### src/rtl/ins_pkg.sv
// Shared constants for the instruction queue register.
package ins_pkg;

    localparam int unsigned INSTRUCTION_LEN_DEF = 6;
    localparam int unsigned DATA_LEN_DEF        = 16;

    // Encoding of ir_src: where the presented instruction came from.
    localparam logic SRC_QUEUE   = 1'b0;
    localparam logic SRC_COUNTER = 1'b1;

    localparam logic [INSTRUCTION_LEN_DEF-1:0] ZERO_INS = '0;

endpackage

### src/rtl/ins_fifo.sv
// Synchronous FIFO with clear; a push is accepted when full only if a pop
// happens in the same cycle.
module ins_fifo #(
    parameter int unsigned WIDTH = 6,
    parameter int unsigned DEPTH = 4
) (
    input  logic                     clk,
    input  logic                     rst_n,
    input  logic                     push,
    input  logic                     pop,
    input  logic                     clear,
    input  logic [WIDTH-1:0]         din,
    output logic [WIDTH-1:0]         head,
    output logic [$clog2(DEPTH):0]   count,
    output logic                     full,
    output logic                     empty
);

    localparam int unsigned PTR_W = $clog2(DEPTH);
    localparam int unsigned CNT_W = PTR_W + 1;

    logic [WIDTH-1:0] mem [DEPTH];
    logic [PTR_W-1:0] wr_ptr;
    logic [PTR_W-1:0] rd_ptr;
    logic             do_push;
    logic             do_pop;

    assign full    = (count == CNT_W'(DEPTH));
    assign empty   = (count == '0);
    assign do_pop  = pop & ~empty;
    assign do_push = push & (~full | do_pop);
    assign head    = mem[rd_ptr];

    // Pointer and occupancy update; pointers wrap naturally since DEPTH is a power of two.
    always_ff @(posedge clk or negedge rst_n) begin
        if (!rst_n) begin
            wr_ptr <= '0;
            rd_ptr <= '0;
            count  <= '0;
        end else if (clear) begin
            wr_ptr <= '0;
            rd_ptr <= '0;
            count  <= '0;
        end else begin
            if (do_push) wr_ptr <= wr_ptr + 1'b1;
            if (do_pop)  rd_ptr <= rd_ptr + 1'b1;
            count <= count + CNT_W'(do_push) - CNT_W'(do_pop);
        end
    end

    // Storage array; contents are don't-care until a pointer covers them.
    always_ff @(posedge clk) begin
        if (do_push && !clear) mem[wr_ptr] <= din;
    end

endmodule

### src/rtl/ins_queue_registor.sv
// Instruction queue register: LDIR edges push DR_in into a FIFO, decode pops
// one instruction at a time, and a nonzero micro-step counter overrides the
// presented value.
module ins_queue_registor
    import ins_pkg::*;
#(
    parameter int unsigned INSTRUCTION_LEN = INSTRUCTION_LEN_DEF,
    parameter int unsigned DATA_LEN        = DATA_LEN_DEF,
    parameter int unsigned DEPTH           = 4,
    localparam int unsigned CNT_W          = $clog2(DEPTH) + 1
) (
    input  logic                       clk,
    input  logic                       rst_n,
    input  logic [DATA_LEN-1:0]        DR_in,
    input  logic                       LDIR,
    input  logic [INSTRUCTION_LEN-1:0] counter_out,
    input  logic                       next_ins,
    input  logic                       flush,
    output logic [INSTRUCTION_LEN-1:0] data_out,
    output logic                       ir_valid,
    output logic                       ir_src,
    output logic [CNT_W-1:0]           q_count,
    output logic                       q_full,
    output logic                       q_empty,
    output logic                       overflow
);

    logic                       ldir_q;
    logic                       push_edge;
    logic                       cnt_sel;
    logic                       pop_req;
    logic [INSTRUCTION_LEN-1:0] head;
    logic                       unused_dr;

    // Only the low instruction field of DR is queued.
    assign unused_dr = ^DR_in;

    assign push_edge = LDIR & ~ldir_q;
    assign cnt_sel   = (counter_out != '0);
    // Counter override and flush both block the pop.
    assign pop_req   = ~flush & ~cnt_sel & next_ins & ~q_empty;

    ins_fifo #(
        .WIDTH (INSTRUCTION_LEN),
        .DEPTH (DEPTH)
    ) u_fifo (
        .clk   (clk),
        .rst_n (rst_n),
        .push  (push_edge & ~flush),
        .pop   (pop_req),
        .clear (flush),
        .din   (DR_in[INSTRUCTION_LEN-1:0]),
        .head  (head),
        .count (q_count),
        .full  (q_full),
        .empty (q_empty)
    );

    // LDIR delay for rising-edge detection; reset to 0 so a held level pushes once.
    always_ff @(posedge clk or negedge rst_n) begin
        if (!rst_n) ldir_q <= 1'b0;
        else        ldir_q <= LDIR;
    end

    // Presented instruction: flush > counter override > queue pop > hold.
    always_ff @(posedge clk or negedge rst_n) begin
        if (!rst_n) begin
            data_out <= INSTRUCTION_LEN'(ZERO_INS);
            ir_valid <= 1'b0;
            ir_src   <= SRC_QUEUE;
        end else if (flush) begin
            data_out <= INSTRUCTION_LEN'(ZERO_INS);
            ir_valid <= 1'b0;
            ir_src   <= SRC_QUEUE;
        end else if (cnt_sel) begin
            data_out <= counter_out;
            ir_valid <= 1'b1;
            ir_src   <= SRC_COUNTER;
        end else if (next_ins) begin
            if (!q_empty) begin
                data_out <= head;
                ir_valid <= 1'b1;
                ir_src   <= SRC_QUEUE;
            end else begin
                ir_valid <= 1'b0;
            end
        end
    end

    // Sticky drop flag: a push edge into a full queue with no pop to make room.
    always_ff @(posedge clk or negedge rst_n) begin
        if (!rst_n)                                    overflow <= 1'b0;
        else if (flush)                                overflow <= 1'b0;
        else if (push_edge && q_full && !pop_req)      overflow <= 1'b1;
    end

endmodule
### config.mk
export PLATFORM = sky130hd
export DESIGN_NAME = ins_queue_registor
export DESIGN_NICKNAME = d
export VERILOG_FILES = /design/src/rtl/ins_pkg.sv /design/src/rtl/ins_fifo.sv /design/src/rtl/ins_queue_registor.sv
export SDC_FILE = /design/constraint.sdc
export NUM_CORES = 1
export LEC_CHECK = 0
export ABC_CLOCK_PERIOD_IN_PS = 2700
export CAP_MARGIN = 20
export CORE_AREA = 4 4 66 68
export DETAILED_ROUTE_END_ITERATION = 10
export DIE_AREA = 0 0 70 72
export HOLD_SLACK_MARGIN = 0.1
export PLACE_DENSITY = 0.88
export SKIP_CTS_REPAIR_TIMING = 1
export SLEW_MARGIN = 40
export SYNTH_ARGS = -nofsm -noshare
export SYNTH_HDL_FRONTEND = slang
export SYNTH_SLANG_ARGS = --single-unit
### constraint.sdc
create_clock -name clk -period 2.7 [get_ports clk]
set_input_delay 0.405 -clock clk [delete_from_list [all_inputs] [get_ports clk]]
set_output_delay 0.405 -clock clk [all_outputs]
set_load 0.05 [all_outputs]
==> impl_metrics.tcl, run 1 <==
set metrics [dict create \
    status "completed" \
    clkSlewWorstSetupHoldPaths_ns 0.07 \
    multi_input_area_um2 656 \
    p_int_mw 0.927 \
    reg2reg_from "u_fifo.count[0]$_DFF_PN0_" \
    fp.dieH_um 72 \
    arrival_ns 1.99 \
    fin_nets 198 \
    r2r_end "u_fifo.count[2]$_DFF_PN0_" \
    postRouteAntennaNets 0 \
    io_pins 41 \
    post_dp_cell_area_um2 2230 \
    io_buffer_count 30 \
    seq_area_um2 1150 \
    critPathCaptureType "output pin" \
    diodes 0 \
    fin_area_um2 2320 \
    synth_simple_gate_area_share_pct 14.9 \
    antenna_found_initial 0 \
    dpl.hpwl_mm 2.57 \
    area.growth.synth_to_final_pct 24.7 \
    wirelength_mm 3.41 \
    drive_gt1_share_pct 17.6 \
    yosys.area_share.adder_pct 5.12 \
    crit_fanout 6 \
    period_minus_slack_ns 2.39 \
    r2r_slack_ns 0.55 \
    fin_setup_tns_ns 0 \
    rsz0062_at_grt "false" \
    finalSetupViolations 0 \
    leakagePower_nw 0.849 \
    switching_share_pct 24.3 \
    synth_top_area_cell "edfxtp_1" \
    cts_max_level 2 \
    worstRegToRegCells 10 \
    dr.pass1.iters 4 \
    gpl.final_weighted_congestion 0.814 \
    synth_top_family_by_area "simple AND/OR/NAND/NOR gates" \
    syn_nets 160 \
    grt_start_max_net_pins 18 \
    synthDistinctLibCells 32 \
    grtUsageTotal_pct 15.5 \
    drc 0 \
    yosys.area.top_type_share_pct 38.8 \
    drt_iter0_drc 47 \
    ys_seq_area_share_pct 61.7 \
    die_area_um2 5040 \
    period_share_pct 88.6 \
    fp.dieW_um 70 \
    synthXorXnorAreaFrac_pct 1.89 \
    crit_required_ns 2.30 \
    syn_inst 126 \
    startpoint "u_fifo.count[1]$_DFF_PN0_" \
    start_util_pct 48.2 \
    wl_per_cell_um 15.9 \
    synth_ff_type "edfxtp_1" \
    switching_power_mw 0.298 \
    relSlewSlack_pct 65.1 \
    ir_drop_v 0.000336 \
    setup.worst_path.end "q_full" \
    cts_tree "done" \
    fmax_mhz 418 \
    num-fill-cells 311 \
    yosysWarningCount 0 \
    seqPwrFrac_pct 56.5 \
    vias 1125 \
    synthMuxAreaShare_pct 8.62 \
    grt_pass1_wl_mm 5.75 \
    cellPowerDensity_nw_per_um2 529 \
    slew_viol_final 0 \
    grt_pass1_vias 1204 \
    fin_util_pct 60.1 \
    tightest_slew_ns 0.522 \
    asyncSetResetFlopFracSynth_pct 41.5 \
    yosys-top-cells-area "edfxtp_1 (39%), dfrtp_1 (23%), mux4_2 (7.3%)" \
    clock-sinks 41 \
    ys_seq_elements 41 \
    clockRootBuffer "clkbuf_8" \
    hold_class "register to register" \
    fin_skew_ns 0.00470 \
    grt.overflow.total 0 \
    p_comb_share_pct 13.0 \
    rows 23 \
    synth-compound-area-share_pct 4.71 \
    cp-start-kind "register" \
    synth-edff-count 24 \
    clkPwrFrac_pct 30.5 \
    cts_made_buffers 5 \
    cts_buffer_depth 2 \
    clk_latency_ns 0.29 \
    hold_viol_final 0 \
    syn_area_per_cell_um2 14.7 \
    critical_path_class "register to output pin" \
    cap_violations 0 \
    via_per_inst 5.23 \
    synthesis.area_um2 1860 \
    core_um2 3860 \
]
-- power by group through the flow --
stage          logic (mW)  registers, mW  clock network (mW)
5_1_grt             0.171          0.695               0.413
6_report            0.159          0.693               0.374
4_1_cts             0.161          0.693               0.379
3_5_place_dp        0.160          0.706                   0
2_1_floorplan      0.0566          0.735                   0
3_3_place_gp        0.155          0.705                   0
-- per-layer routing --
| layer | up-vias | global-route usage [%] | wire length [um] |
|---|---|---|---|
| met4 | 0 | 7.66 | 85 |
| met5 | - | 0 | 0 |
| met2 | 34 | 26.7 | 1750 |
| met3 | 9 | 4.71 | 188 |
| met1 | 554 | 17.7 | 1380 |
| li1 | 528 | - | - |
-- state kept, by name, indices dropped and copies added, names as in the netlist --
register and flops:
u_fifo.wr_ptr 2, data_out 6, u_fifo.count 3, overflow 1, ir_valid 1, ldir_q 1
u_fifo.mem 24, ir_src 1, u_fifo.rd_ptr 2
-- Yosys cell counts, types with 3 or more instances --
cell,instances
nor4_2,3
nor2_1,14
dfrtp_1,17
nand2b_1,3
a311oi_2,3
xor2_1,3
inv_1,6
and2_1,5
nor3_1,7
nand2_1,8
edfxtp_1,24
ha_1,6
mux4_2,6
buf_2,3
-- how the worst min path moves through the flow --
stage               slack, ns            startpoint  cells after the start                 endpoint
detailed placement       0.53  overflow$_DFFE_PN0P_                      2     overflow$_DFFE_PN0P_
floorplan                0.11                 rst_n                      0  data_out[0]$_DFFE_PN0P_
finish                   0.53  overflow$_DFFE_PN0P_                      2     overflow$_DFFE_PN0P_
CTS                      0.54  overflow$_DFFE_PN0P_                      2     overflow$_DFFE_PN0P_
global route             0.57  overflow$_DFFE_PN0P_                      2     overflow$_DFFE_PN0P_
global placement         0.49    ir_src$_DFFE_PN0P_                      2       ir_src$_DFFE_PN0P_
-- metrics by stage --
stage / setup WS [ns] / cells / hold WS (ns) / power [mW]
floorplan: 0.128 / 126 / 0.109 / 0.791
finish: 0.308 / 215 / 0.531 / 1.23
CTS: 0.286 / 214 / 0.538 / 1.23
detailed placement: 0.0584 / 206 / 0.527 / 0.867
global placement: 0.0706 / 206 / 0.495 / 0.860
global route: 0.212 / 215 / 0.571 / 1.28
-- critical path: stages, from the launching register on --
cell,delay [ns]
dfrtp_1,0.47
nor3b_2,0.35
clkdlybuf4s50_1,0.87
-- layout make-up --
cell class                 instances  area share, %
clock buffer                       7           3.29
clock inverter                     1          0.162
inverter                           6          0.972
multi-input combinational         73           28.3
sequential                        41           49.5
tap                               50           2.70
timing repair buffer              37           15.1
-- kinds of logic after synthesis --
logic type | count (synthesis)
flip-flops | 41
AO/OA/AOI/OAI | 8
AND/OR/NAND/NOR | 46
XOR/XNOR | 4
buffers and inverters | 12
adder cells (fa/ha/maj) | 7
multiplexers | 8
-- cell usage in the layout, fill, tap and decap left out, types with 5 or more instances in the layout --
master,count
ha_1,6
buf_4,6
clkdlybuf4s50_1,29
mux4_2,6
nor2_1,14
edfxtp_1,24
nand2_1,8
and2_1,5
dfrtp_1,17
nor3_1,7
inv_1,6
clkbuf_8,5
Power figures use the tool's default switching activity.
==> run 2, diff against run 1 <==
--- a/config.mk
+++ b/config.mk
@@ -7,9 +7,9 @@
 export LEC_CHECK = 0
 export ABC_CLOCK_PERIOD_IN_PS = 2700
 export CAP_MARGIN = 20
-export CORE_AREA = 4 4 66 68
+export CORE_AREA = 3 3 65 67
 export DETAILED_ROUTE_END_ITERATION = 10
-export DIE_AREA = 0 0 70 72
+export DIE_AREA = 0 0 68 70
 export HOLD_SLACK_MARGIN = 0.1
 export PLACE_DENSITY = 0.88
 export SKIP_CTS_REPAIR_TIMING = 1
==> impl_metrics.tcl, run 2 (same netlist as run 1, synthesis figures left out) <==
set metrics [dict create \
    status "completed" \
    postRouteAntennaNets 0 \
    core_um2 3690 \
    critPathCaptureType "output pin" \
    largest_reg_flops 24 \
    grt_pass1_wl_mm 5.71 \
    cts_max_level 2 \
    fin_util_pct 63.2 \
    cts_tree "done" \
    cts_buffer_depth 2 \
    area.growth.synth_to_final_pct 25.5 \
    leakagePower_nw 0.860 \
    arrival_ns 1.98 \
    wirelength_mm 3.40 \
    antenna_found_initial 0 \
    die_area_um2 4760 \
    fin_nets 198 \
    gpl.final_weighted_congestion 0.737 \
    slew_viol_final 0 \
    ir_drop_v 0.000463 \
    drt_iter0_drc 51 \
    relSlewSlack_pct 64.4 \
    cellPowerDensity_nw_per_um2 549 \
    rows 22 \
    grtUsageTotal_pct 16.2 \
    grt.overflow.total 0 \
    diodes 0 \
    start_util_pct 50.4 \
    wl_per_cell_um 15.9 \
    clkSlewWorstSetupHoldPaths_ns 0.09 \
    rsz0062_at_grt "false" \
    fp.dieH_um 70 \
    fin_skew_ns 0.00465 \
    cts_made_buffers 5 \
    dr.pass1.iters 4 \
    regMostFlops "u_fifo.mem" \
    io_pins 41 \
    grt_pass1_vias 1160 \
    io_buffer_count 30 \
    reg2reg_from "u_fifo.count[0]$_DFF_PN0_" \
    grt_start_max_net_pins 18 \
    period_minus_slack_ns 2.39 \
    period_share_pct 88.4 \
    drive_gt1_share_pct 19.4 \
    startpoint "u_fifo.count[1]$_DFF_PN0_" \
    fmax_mhz 419 \
    hold_viol_final 0 \
    crit_required_ns 2.30 \
    clock-sinks 41 \
    critical_path_class "register to output pin" \
    dpl.hpwl_mm 2.52 \
    cp-start-kind "register" \
    crit_fanout 6 \
    drc 0 \
    clockRootBuffer "clkbuf_8" \
    cap_violations 0 \
    fp.dieW_um 68 \
    reg_top3 "u_fifo.mem x24, data_out x6, u_fifo.count x3" \
    hold_class "input port to async pin" \
    finalSetupViolations 0 \
    final_cell_mix "clkdlybuf4s50_1 (29), edfxtp_1 (24), dfrtp_1 (17)" \
    tightest_slew_ns 0.532 \
    layout_commonest_cell "clkdlybuf4s50_1" \
    fin_setup_tns_ns 0 \
    clk_latency_ns 0.29 \
    via_per_inst 5.21 \
    vias 1110 \
]
## run 2: path summary, 6_finish.rpt
| check | end | slack (ns) | depth (start not counted) |
|---|---|---|---|
| worst min register to register | ir_src$_DFFE_PN0P_ | 0.55 | 2 |
| min in group clk | ir_src$_DFFE_PN0P_ | 0.55 | 2 |
| worst max register to register | u_fifo.count[2]$_DFF_PN0_ | 0.53 | 10 |
| worst min-delay path | data_out[5]$_DFFE_PN0P_ | 0.55 | 2 |
| worst max-delay path | q_full | 0.31 | 2 |
| max in group asynchronous | data_out[1]$_DFFE_PN0P_ | 1.89 | 2 |
## run 2: layout make-up
type	instances	area, um2
fillers	274	1360
clock inverters	3	28.8
well taps	48	60.1
inverters	6	22.5
clock buffers	5	68.8
repair buffers	37	350
flip-flops and latches	41	1150
multi-input cells	73	656
## run 2: stage by stage
step / total power [mW] / hold WS, ns / setup WS (ns) / instance area (um2) / std cells
floorplan: 0.791 / 0.109 / 0.128 / 1860 / 126
global placement: 0.860 / 0.495 / 0.0674 / 2230 / 204
detailed placement: 0.866 / 0.538 / 0.00731 / 2230 / 204
CTS: 1.29 / 0.548 / 0.294 / 2330 / 212
global route: 1.34 / 0.557 / 0.151 / 2330 / 213
finish: 1.28 / 0.546 / 0.314 / 2330 / 213
## run 2: report_power, final
part / internal [mW] / total, mW / switching [mW]
combinational: 0.0662 / 0.158 / 0.0921
sequential: 0.681 / 0.693 / 0.0117
clock: 0.195 / 0.429 / 0.234
## run 2: worst max-delay path: stages, from the launching register on
cell and delay (ns):
dfrtp_1 0.47, nor3b_2 0.35, clkdlybuf4s50_1 0.87
## run 2: routing by layer
layer	up-vias	track usage, %	part of all wire, %
met5	-	0	0
met4	0	5.30	1.0
met3	4	3.86	3.8
met2	25	26.7	54
met1	549	20.7	41
li1	532	-	-
==> run 3, diff against run 2 <==
--- a/config.mk
+++ b/config.mk
@@ -5,13 +5,15 @@
 export SDC_FILE = /design/constraint.sdc
 export NUM_CORES = 1
 export LEC_CHECK = 0
+export ABC_AREA = 1
 export ABC_CLOCK_PERIOD_IN_PS = 2700
 export CAP_MARGIN = 20
-export CORE_AREA = 3 3 65 67
+export CORE_AREA = 3 3 67 69
 export DETAILED_ROUTE_END_ITERATION = 10
-export DIE_AREA = 0 0 68 70
+export DIE_AREA = 0 0 70 72
+export GPL_TIMING_DRIVEN = 0
 export HOLD_SLACK_MARGIN = 0.1
-export PLACE_DENSITY = 0.88
+export PLACE_DENSITY = 0.87
 export SKIP_CTS_REPAIR_TIMING = 1
 export SLEW_MARGIN = 40
 export SYNTH_ARGS = -nofsm -noshare
==> impl_metrics.tcl, run 3 <==
set metrics [dict create \
    drt_iter0_drc 112 \
    regMostFlops "u_fifo.mem" \
    start_util_pct 49.8 \
    crit_required_ns 2.86 \
    clkSlewWorstSetupHoldPaths_ns 0.08 \
    core_um2 3970 \
    io_buffer_count 30 \
    r2r_end "u_fifo.count[2]$_DFF_PN0_" \
    grt_pass1_vias 1398 \
    drive_gt1_share_pct 12.8 \
    status "completed" \
    path_depth 13 \
    final_cell_mix "nand2_1 (58), clkdlybuf4s50_1 (29), edfxtp_1 (24)" \
    p_int_mw 0.922 \
    yosysWarningCount 0 \
    crit_fanout 7 \
    cp-start-kind "input port" \
    worstRegToRegCells 13 \
    via_per_inst 4.96 \
    clock-sinks 41 \
    grtUsageTotal_pct 16.6 \
    stdcell_count 284 \
    fin_util_pct 61.4 \
    reg2reg_from "u_fifo.count[1]$_DFF_PN0_" \
    fin_area_um2 2440 \
    cts_buffer_depth 2 \
    yosys-top-cells-area "edfxtp_1 (36%), dfrtp_1 (22%), nand2_1 (11%)" \
    post_dp_cell_area_um2 2340 \
    yosys.area.top_type_share_pct 36.5 \
    synthDistinctLibCells 28 \
    clkPwrFrac_pct 31.4 \
    synth_top_area_cell "edfxtp_1" \
    cts_max_level 2 \
    grt_pass1_wl_mm 6.51 \
    dpl.hpwl_mm 2.88 \
    fp.dieH_um 72 \
    hold_viol_final 0 \
    postRouteAntennaNets 0 \
    asyncSetResetFlopFracSynth_pct 41.5 \
    critical_path_class "input port to register" \
    ys_seq_area_share_pct 58.0 \
    fmax_mhz 399 \
    syn_inst 195 \
    yosysMostFrequentCell "nand2_1" \
    power_mw 1.24 \
    r2r_slack_ns 0.36 \
    reg_top3 "u_fifo.mem x24, data_out x6, u_fifo.count x3" \
    synth_ff_type "edfxtp_1" \
    grt.overflow.total 0 \
    switching_share_pct 25.5 \
    syn_area_per_cell_um2 10.1 \
    cp_cell_sequence "clkdlybuf4s50_1 -> nor2_4 -> nand3_4 -> nor2_8 -> nand2_4 -> inv_2 -> ha_1 -> inv_1 -> ha_1 -> inv_1 -> fa_1 -> a21oi_1 -> nor3_2" \
    drc 0 \
    wl_per_cell_um 13.7 \
    leakagePower_nw 1.06 \
    crit_slowest_cell "clkdlybuf4s50_1" \
    vias 1408 \
    slew_viol_final 0 \
    rsz0062_at_grt "false" \
    dp.cells 275 \
    clockRootBuffer "clkbuf_8" \
    grt_start_max_net_pins 18 \
    layout_commonest_cell "nand2_1" \
    diodes 0 \
    seqPwrFrac_pct 55.9 \
    area.growth.synth_to_final_pct 23.3 \
    yosys-top-cells-count "nand2_1 (58), edfxtp_1 (24), inv_1 (22), dfrtp_1 (17), nor2_1 (16)" \
    rows 23 \
    fin_setup_tns_ns 0 \
    clk_latency_ns 0.29 \
    ys_seq_elements 41 \
    ir_drop_v 0.000286 \
    fin_nets 267 \
    finalSetupViolations 0 \
    p_comb_share_pct 12.7 \
    tightest_slew_ns 0.611 \
    cts_tree "done" \
    critPathCaptureType "register" \
    dr.pass1.iters 4 \
    slowest_delay_ns 0.48 \
    relSlewSlack_pct 59.1 \
    synthesis.area_um2 1980 \
    syn_nets 229 \
    period_share_pct 92.8 \
    cellPowerDensity_nw_per_um2 508 \
    synth-edff-count 24 \
    gpl.final_weighted_congestion 0.756 \
    hold_class "register to register" \
    crit_buf_inv 4 \
    antenna_found_initial 0 \
    fp.dieW_um 70 \
    crit_family "adder cells" \
    switching_power_mw 0.316 \
    die_area_um2 5040 \
    setup.worst_path.end "u_fifo.count[2]$_DFF_PN0_" \
    fin_skew_ns 0.00533 \
    wirelength_mm 3.89 \
    period_minus_slack_ns 2.51 \
    startpoint "counter_out[0]" \
    hold_start "overflow$_DFFE_PN0P_" \
    largest_reg_flops 24 \
    arrival_ns 2.67 \
    cts_made_buffers 5 \
    io_pins 41 \
    cap_violations 0 \
]
## run 3: cell types whose count changed after synthesis, moves of 4 or more
| cell | delta |
|---|---|
| inv_1 | +16 |
| mux4_2 | -6 |
| inv_2 | +4 |
| nand2_1 | +50 |
| nor2_4 | +4 |
| and2_1 | -5 |
| nor3_1 | -6 |
| nand3_1 | +15 |
| o21ai_1 | +4 |
## run 3: per-stage QoR
step,setup slack (ns),hold slack (ns)
6_report,0.194,0.483
5_1_grt,0.0969,0.510
4_1_cts,0.139,0.485
3_5_place_dp,-0.138,0.464
3_3_place_gp,0.0189,0.456
2_1_floorplan,0.234,0.109
## run 3: metal layers
metal	global-route usage, %	share of wire [%]	up-vias
met5	0	0	-
met4	7.66	1.7	0
met3	3.05	4.3	5
met2	29.7	54	38
met1	19.6	40	666
li1	-	-	699
## run 3: kinds of logic after synthesis
kind of cell             share of synthesized area (%)
AND/OR/NAND/NOR                                   26.5
flip-flops                                        58.0
buffers and inverters                             6.01
AO/OA/AOI/OAI                                     4.68
adder cells (fa/ha/maj)                           4.81
## run 3: final cells by class
type	instances	area, um2
multi-input combinational	124	717
clock buffer	6	72.6
fill	324	1530
clock inverter	2	15.0
buffer	3	17.5
timing repair buffer	31	305
sequential	41	1150
tap	50	62.6
inverter	27	101
## run 3: worst register-to-register path, cell delays in order, from the launching register on
cell and delay (ns):
dfrtp_1 0.48, inv_2 0.12, nand2_4 0.08, nor2_8 0.13, nor2_4 0.05, nand2_4 0.11, inv_2 0.05, ha_1 0.27
inv_1 0.06, ha_1 0.13, inv_1 0.05, fa_1 0.40, a21oi_1 0.21, nor3_2 0.08
## run 3: worst min-delay path by stage
stage,endpoint,slack [ns],cells after the start
2_1_floorplan,data_out[0]$_DFFE_PN0P_,0.11,0
3_3_place_gp,ir_src$_DFFE_PN0P_,0.46,2
3_5_place_dp,overflow$_DFFE_PN0P_,0.46,2
4_1_cts,overflow$_DFFE_PN0P_,0.49,2
5_1_grt,overflow$_DFFE_PN0P_,0.51,2
6_report,overflow$_DFFE_PN0P_,0.48,2
## run 3: power groups by stage
| stage | logic, mW | registers (mW) | clock network, mW |
|---|---|---|---|
| 2_1_floorplan | 0.0559 | 0.735 | 0 |
| 3_3_place_gp | 0.152 | 0.704 | 0 |
| 3_5_place_dp | 0.157 | 0.706 | 0 |
| 4_1_cts | 0.158 | 0.692 | 0.396 |
| 5_1_grt | 0.170 | 0.694 | 0.414 |
| 6_report | 0.157 | 0.692 | 0.388 |
